## src/rtl/div_pkg.sv

```systemverilog
// div_pkg: shared widths, step indices, FSM states and operand constants for the divider.
package div_pkg;
    localparam int DIV_WIDTH = 32;
    localparam int DIV_STEPS = 36;
    localparam int ITER_LO   = 1;
    localparam int ITER_HI   = 32;
    localparam int DONE_STEP = 35;
    localparam logic [31:0] INT_MIN = 32'h8000_0000;
    localparam logic [31:0] NEG_ONE = 32'hFFFF_FFFF;
    typedef enum logic [1:0] {IDLE, RUN, DONE} div_state_t;
endpackage

```

## src/rtl/div_restore_step.sv

```systemverilog
// div_restore_step: one restoring-division iteration (shift in a dividend bit, trial subtract, restore).
module div_restore_step
    import div_pkg::*;
#(
    parameter int WIDTH = DIV_WIDTH
) (
    input  logic [WIDTH-1:0] rem,
    input  logic [WIDTH-1:0] mag_b,
    input  logic             next_bit,
    output logic [WIDTH-1:0] rem_next,
    output logic             q_bit
);
    logic [WIDTH:0] diff;
    // The remainder stays below mag_b, so the shifted value minus mag_b fits in WIDTH+1 signed bits.
    assign diff     = {rem, next_bit} - {1'b0, mag_b};
    assign q_bit    = ~diff[WIDTH];
    assign rem_next = q_bit ? diff[WIDTH-1:0] : {rem[WIDTH-2:0], next_bit};
endmodule

```

## src/rtl/div_iter_datapath.sv

```systemverilog
// div_iter_datapath: signed restoring divider stepped by a one-hot sequencer, one quotient bit per step.
// Define DIV_REMAINDER_EN to add the signed data_remainder output.
module div_iter_datapath
    import div_pkg::*;
#(
    parameter int WIDTH = DIV_WIDTH,
    parameter int STEPS = DIV_STEPS
) (
    input  logic             clk,
    input  logic             reset,
    input  logic             ctrl_DIV,
    input  logic [WIDTH-1:0] data_operandA,
    input  logic [WIDTH-1:0] data_operandB,
    input  logic [STEPS-1:0] step_onehot,
    input  logic             count_done,
    output logic [WIDTH-1:0] data_result,
`ifdef DIV_REMAINDER_EN
    output logic [WIDTH-1:0] data_remainder,
`endif
    output logic             data_exception,
    output logic             data_resultRDY,
    output logic             busy
);
    localparam int CW = $clog2(WIDTH + 1);
    div_state_t state, state_nx;
    logic [WIDTH-1:0] mag_a, mag_b, rem, rem_nx, quot;
    logic [CW-1:0] iter_cnt;
    logic s_a, s_b, zero_div, ovf, fault, q_bit, multi, iterate, exc, finish;
    assign multi   = |(step_onehot & (step_onehot - STEPS'(1)));
    assign iterate = state == RUN && !count_done && !multi && |step_onehot[ITER_HI:ITER_LO] && iter_cnt < CW'(WIDTH);
    assign finish  = state == RUN && count_done && !ctrl_DIV;
    assign exc     = zero_div | ovf | fault | (iter_cnt != CW'(WIDTH));
    assign busy           = state == RUN;
    assign data_resultRDY = state == DONE;
    div_restore_step #(.WIDTH(WIDTH)) u_step (
        .rem      (rem),
        .mag_b    (mag_b),
        .next_bit (mag_a[WIDTH-1]),
        .rem_next (rem_nx),
        .q_bit    (q_bit)
    );
    always_comb begin
        state_nx = ctrl_DIV ? RUN : (state == RUN) ? (count_done ? DONE : RUN) : IDLE;
    end
    // Results are captured on the count_done edge so they are valid throughout the DONE cycle.
    always_ff @(posedge clk) begin
        if (!reset) begin
            state          <= IDLE;
            mag_a          <= '0;
            mag_b          <= '0;
            rem            <= '0;
            quot           <= '0;
            iter_cnt       <= '0;
            s_a            <= 1'b0;
            s_b            <= 1'b0;
            zero_div       <= 1'b0;
            ovf            <= 1'b0;
            fault          <= 1'b0;
            data_result    <= '0;
            data_exception <= 1'b0;
`ifdef DIV_REMAINDER_EN
            data_remainder <= '0;
`endif
        end else begin
            state <= state_nx;
            if (ctrl_DIV) begin
                mag_a    <= data_operandA[WIDTH-1] ? -data_operandA : data_operandA;
                mag_b    <= data_operandB[WIDTH-1] ? -data_operandB : data_operandB;
                s_a      <= data_operandA[WIDTH-1];
                s_b      <= data_operandB[WIDTH-1];
                rem      <= '0;
                quot     <= '0;
                iter_cnt <= '0;
                fault    <= 1'b0;
                zero_div <= data_operandB == '0;
                ovf      <= data_operandA == INT_MIN && data_operandB == NEG_ONE;
            end else begin
                if (state == RUN && multi)
                    fault <= 1'b1;
                if (iterate) begin
                    mag_a    <= mag_a << 1;
                    rem      <= rem_nx;
                    quot     <= {quot[WIDTH-2:0], q_bit};
                    iter_cnt <= iter_cnt + CW'(1);
                end
            end
            if (finish) begin
                data_result    <= exc ? '0 : (s_a ^ s_b) ? -quot : quot;
                data_exception <= exc;
`ifdef DIV_REMAINDER_EN
                data_remainder <= exc ? '0 : s_a ? -rem : rem;
`endif
            end
        end
    end
endmodule

```

## config.mk

```make
export PLATFORM = sky130hd
export DESIGN_NAME = div_iter_datapath
export DESIGN_NICKNAME = d
export VERILOG_FILES = /design/src/rtl/div_pkg.sv /design/src/rtl/div_restore_step.sv /design/src/rtl/div_iter_datapath.sv
export SDC_FILE = /design/constraint.sdc
export NUM_CORES = 1
export LEC_CHECK = 0
export ABC_AREA = 1
export CORE_MARGIN = 3
export CORE_UTILIZATION = 58
export DETAILED_ROUTE_END_ITERATION = 7
export PLACE_DENSITY = 0.81
export SLEW_MARGIN = 25
export SYNTH_ARGS = -nofsm -noshare
export SYNTH_HDL_FRONTEND = slang
export SYNTH_HIERARCHICAL = 1
export SYNTH_SLANG_ARGS = --single-unit
```

## constraint.sdc

```tcl
create_clock -name clk -period 2.4 [get_ports clk]
set_input_delay 0.48 -clock clk [delete_from_list [all_inputs] [get_ports clk]]
set_output_delay 0.48 -clock clk [all_outputs]
set_load 0.02 [all_outputs]
```

# --- Word-level counts from Yosys, hierarchy flattened ---
# Cells that the tools add are included.
totals:
  reg_bits: 174
  latchBits: 0
  ram_bits: 0
  rom_bits: 0
  output_inout_bits: 35
  elab_cells: 61
  n_memories: 0
classes:
  n_addsub: 6
  n_mul: 0
  div: 0
  order_cmp: 1
  n_eq_ne: 5
  shifts: 0
  n_mux: 10
  bitwise_logic: 8
  reduce_logical: 17
ops:
  columns: ["cell", "n"]
  rows:
  - ["2-to-1 mux 32 bit", 7]
  - ["negation 32 bit", 3]
  - ["equality test 32 bit, second input constant", 2]
  - ["bitwise AND 36 bit", 1]
  - ["OR reduction 36 bit", 1]
  - ["subtractor 36 x 1 -> 36 bit, second input constant", 1]
  - ["subtractor 33 x 32 -> 33 bit", 1]
  - ["zero test 32 bit", 1]
  - ["OR reduction 32 bit", 1]
  - ["logical AND 1 bit", 8]
  - ["adder 6 x 1 -> 6 bit, second input constant", 1]
  - ["< comparator 6 bit, second input constant", 1]
  - ["!= test 6 bit, second input constant", 1]
  - ["zero test 1 bit", 3]
  - ["NOT 1 bit", 3]
  - ["bitwise OR 1 bit", 3]
  - ["OR reduction 3 bit", 1]
  - ["equality test 2 x 1 -> 1 bit, second input constant", 1]
  - ["equality test 2 bit, second input constant", 1]
  - ["2-to-1 mux 1 bit", 2]
  - ["2-to-1 mux 2 bit", 1]
  - ["nonzero test 2 bit", 1]
  - ["OR reduction 2 bit", 1]
  - ["bitwise XOR 1 bit", 1]

# --- Logic depth before layout (Yosys ltp) ---
depth:
  ltp_word: 9
  mapped_depth: 19
  depth_no_buf: 18

# --- Modules after synthesis ---
# The synthesis kept the hierarchy.
modules_own_cells:
  columns: ["module", "instances", "cells_per_inst", "area_per_inst_um2", "seq_area_each_um2"]
  rows:
  - ["div_iter_datapath", 1, 1663, 10079.7, 3483.3]
  - ["div_restore_step", 1, 683, 3163.0, 0.0]

# --- Worst setup path before layout ---
# Ideal clock, no wire load.
synth_timing:
  path_type: "reg-to-reg"
  from: "reg mag_a[31]"
  to: "reg rem[20]"
  setup_time_ps: 119
  arrival_time_ps: 2109
  setup_slack_ps: 172
  path_stages_with_launch: 19
  period_less_slack_ps: 2228
  path_cell_list: "dfxtp_1 -> inv_1 -> ha_1 -> fa_1 -> inv_1 -> nand2_1 -> nand2_1 -> nand3_1 -> nand2_2 -> nand2_1 -> nand2_2 -> nand2_2 -> nand3_1 -> nand2_4 -> buf_4 -> nand2_1 -> nand2_1 -> o21ai_0 -> a21oi_1"
synth_between:
  elab_chain_cells: 2
synth_lines:
  columns: ["item", "line", "text"]
  rows:
  - ["start, declared", "div_iter_datapath.sv:26", "logic [WIDTH-1:0] mag_a, mag_b, rem, rem_nx, quot;"]
  - ["start signal, assigned", "div_iter_datapath.sv:67", "mag_a <= data_operandA[WIDTH-1] ? -data_operandA : data_operandA;"]
  - ["start signal, assigned", "div_iter_datapath.sv:81", "mag_a <= mag_a << 1;"]
  - ["subtractor 33 x 32 -> 33 bit", "div_restore_step.sv:15", "assign diff = {rem, next_bit} - {1'b0, mag_b};"]
  - ["2-to-1 mux 32 bit", "div_restore_step.sv:17", "assign rem_next = q_bit ? diff[WIDTH-1:0] : {rem[WIDTH-2:0], next_bit};"]
  - ["net rem_nx[20]", "div_iter_datapath.sv:26", null]
  - ["end signal, assigned", "div_iter_datapath.sv:82", "rem <= rem_nx;"]
  - ["end, declared", "div_iter_datapath.sv:26", null]
# The timed path passes the listed nets, and every way through them passes these cells.
# A chain may end at the register's enable or synchronous reset.

# --- Worst setup path after layout ---
layout_timing:
  from: "reg mag_b[0]"
  to: "reg rem[13]"
layout_between:
  elab_chain_cells: 2
layout_lines:
  columns: ["item", "line", "text"]
  rows:
  - ["start, declared", "div_iter_datapath.sv:26", null]
  - ["start signal, assigned", "div_iter_datapath.sv:68", "mag_b <= data_operandB[WIDTH-1] ? -data_operandB : data_operandB;"]
  - ["subtractor 33 x 32 -> 33 bit", "div_restore_step.sv:15", null]
  - ["2-to-1 mux 32 bit", "div_restore_step.sv:17", null]
  - ["net rem_nx[13]", "div_iter_datapath.sv:26", null]
# The timed path passes the listed nets, and every way through them passes these cells.

==> flow_summary_export.csv <==
group,metric,value,unit
floorplan,initial_core_util,59.8,%
logic_synthesis,ys_ff_latch,174,
clock_tree,cts_tree,"done",
worst_setup_path,ff2ff_path_depth,18,
worst_setup_path,cp_common_cell,"nand2_2",
logic_synthesis,synth_ff_type,"dfxtp_1",
finish,diodes,0,
worst_setup_path,endpoint,"rem[13]",
logic_synthesis,synth_edf_count,0,
status,violations,"negative setup slack",
drt,avgRoutedWirePerCell,15.8,um
clock_tree,cts_sinks,174,
worst_setup_path,r2r_start,"mag_b[0]",
power_and_ir_drop,leakage,9.10,nW
floorplan,num_rows,54,
drt,drt_first_pass_iters,6,
floorplan,pin_count,139,
finish,mostFrequentLayoutCells,"nand2_1, inv_1, nor2_1",
logic_synthesis,yosys-top-cells-area,"dfxtp_1, nand2_1, inv_1",
worst_setup_path,timing.rr.end,"rem[13]",
worst_setup_path,crit_type,"reg2reg",
grt,overflow,0,
logic_synthesis,synthCells,2346,
logic_synthesis,seq_area_frac_synth,26.3,%
drt,dr.first_iter.drc_count,1913,
logic_synthesis,synth_async_sr_flop_share,0,%
clock_tree,clock_path_buffers,2,
clock_tree,cts_buffers,17,
sta,rsz0062_at_grt,"true",
drt,vias_per_cell,5.63,
sta,setup_viol,3,
worst_setup_path,worstPathArrival,2.79,ns
worst_setup_path,crit_start,"mag_b[0]",
drt,wl_met2,20900,um
clock_tree,ctsRootBufferMaster,"clkbuf_16",
worst_setup_path,cp-start-kind,"register",
power_and_ir_drop,powerDensity,417,mW/mm2
floorplan,die_area,0.0247,mm2
floorplan,die_x,157,um
hold_path,hp-class,"in2reg",
drt,via_count,16600,
worst_setup_path,end_kind,"register",
floorplan,die_h,157,um
logic_synthesis,syn_avg_cell_area,5.64,um2
worst_setup_path,critPathMaxStageDelay,0.37,ns
finish,area_growth,37.2,%
sta,layout_setup_ws,-0.0182,ns
drt,drt-total-wl,46800,um
logic_synthesis,syn-num-nets,2489,
clock_tree,clk_pin_slew,0.08,ns
sta,hold_viol,0,
logic_synthesis,yosysTopAreaCellShare,26.3,%
status,status,"finished with violations",
sta,max_freq,414,MHz
logic_synthesis,synth_area,0.0132,mm2
logic_synthesis,yosys.area.top_type,"dfxtp_1",
grt,grt_max_degree,75,
place,gp_congestion,1.03,
worst_setup_path,required,2.77,ns
sta,tightest_slew,0.523,ns
sta,hold_ws,0.361,ns
run,maxCapViolCount,0,
sta,fin_crit,2.42,ns
drt,wl_met3,4940,um
worst_setup_path,cp_max_fo,8,
floorplan,core_area,0.0222,mm2
finish,final_common_cell,"nand2_1",
sta,finalCritPeriodShare,101,%
worst_setup_path,crit_chain,"ha_4, fa_2, inv_2, nand2_2, nand2_2, nand3_4, nand2_4, nand2_2, nand2_2, nand2_4, nand2_4, nand2_4, nand2_8, buf_8, nand2_2, nand2_1, o21ai_1, a21oi_1",
grt,grt_pass1_vias,14500,
place,io_buffer_count,138,
sta,relSlewSlack,65.1,%
worst_setup_path,rrSetupSlack,-0.02,ns
logic_synthesis,ys_types,47,
logic_synthesis,ys_warn_count,6,
drt,drc,0,
drt,top_layer,"met4",
finish,post-route-util,82.0,%
grt,track_usage,34.2,%
sta,fin_skew,0.0139,ns
grt,grt_pass1_wl,69100,um
sta,finalMaxSlewViolations,0,
grt,antenna_found_initial,0,
clock_tree,htreeDepth,4,
finish,nets,2806,
power_and_ir_drop,peakVddDrop,0.513,mV
place,dp_hpwl,31900,um
worst_setup_path,crit_path_top_delay_cell,"fa_2",
drt,final_antenna_net_count,0,
clock_tree,clock_latency,0.45,ns
drt,wirelength_met1,19700,um
finish,drive_gt1_share,18.4,%
[worst min path at each step]
stage,start,to,slack [ns],cells after the start
6_report,ctrl_DIV,mag_a[0],0.36,3
5_1_grt,ctrl_DIV,mag_a[0],0.36,3
4_1_cts,ctrl_DIV,mag_a[0],0.35,3
3_5_place_dp,rem[13],rem[13],0.45,2
3_3_place_gp,rem[7],rem[7],0.45,2
2_1_floorplan,mag_b[31],mag_b[31],0.43,2
[synth_stat cells (all sizes together) (26+ instances only)]
library cell / number
nand2: 794
inv: 340
nor2: 339
dfxtp: 174
nand3: 151
a21oi: 146
o21ai: 102
clkbuf: 52
ha: 38
xor2: 37
nor3: 31
nand4: 27
buf: 26
[kinds of logic after synthesis]
group / after synthesis / share of synthesized area, %
AO/OA/AOI/OAI: 301 / 12.6
buffers and inverters: 421 / 12.5
adder cells (fa/ha/maj): 39 / 3.74
flip-flops: 174 / 26.3
XOR/XNOR: 42 / 2.78
AND/OR/NAND/NOR: 1369 / 42.1
[cell type report]
class | instances | area (um2)
sequential | 174 | 3490
inverter | 343 | 1290
tap | 280 | 350
fill | 1552 | 3990
clock buffer | 17 | 425
clock inverter | 15 | 181
timing repair buffer | 375 | 3450
multi-input combinational | 1752 | 8990
[metrics by stage]
stage,total power [mW],TNS (ns),instances,setup slack [ns],area [um2]
6_report,7.58,-0.0457,2956,-0.0182,18200
5_1_grt,7.82,-2.86,2956,-0.101,18200
4_1_cts,7.42,-0.125,2931,-0.0367,17100
3_5_place_dp,4.53,-62.81,2884,-0.734,16200
3_3_place_gp,4.50,-58.13,2884,-0.626,16200
2_1_floorplan,3.83,0,2346,0.172,13200
[power by group]
part / switching [mW] / total, mW / internal [mW]
clock: 1.49 / 2.92 / 1.43
sequential: 0.0422 / 3.00 / 2.96
combinational: 0.979 / 1.67 / 0.686
[per-layer routing]
layer / vias to the layer above / track usage, %
met3: 145 / 5.28
met2: 941 / 54.4
met4: 0 / 9.67
met5: - / 0
li1: 7978 / -
met1: 7576 / 48.3
[repair_timing]
item,CTS,global route
setup buffers,12,20
pin swaps,13,90
resized for setup,76,213
cloned,3,7
hold buffers,0,0
setup endpoints to repair,99,113
[registers in the layout, indices dropped and copies added, names as in the netlist, 2 cells and up]
signal,flops
state,2
mag_a,32
mag_b,32
rem,32
data_result,32
iter_cnt,6
quot,32
[worst max-delay path, delay by kind of cell, from the launching register on]
kind                       cells  cell delay [ns]
buffers and inverters          2             0.22
adders and majority gates      2             0.55
and+or+nand+nor               12             1.01
DFF                            1             0.35
AOI/OAI and AO/OA              2             0.21
No activity file was read; power rests on OpenSTA's default activity.
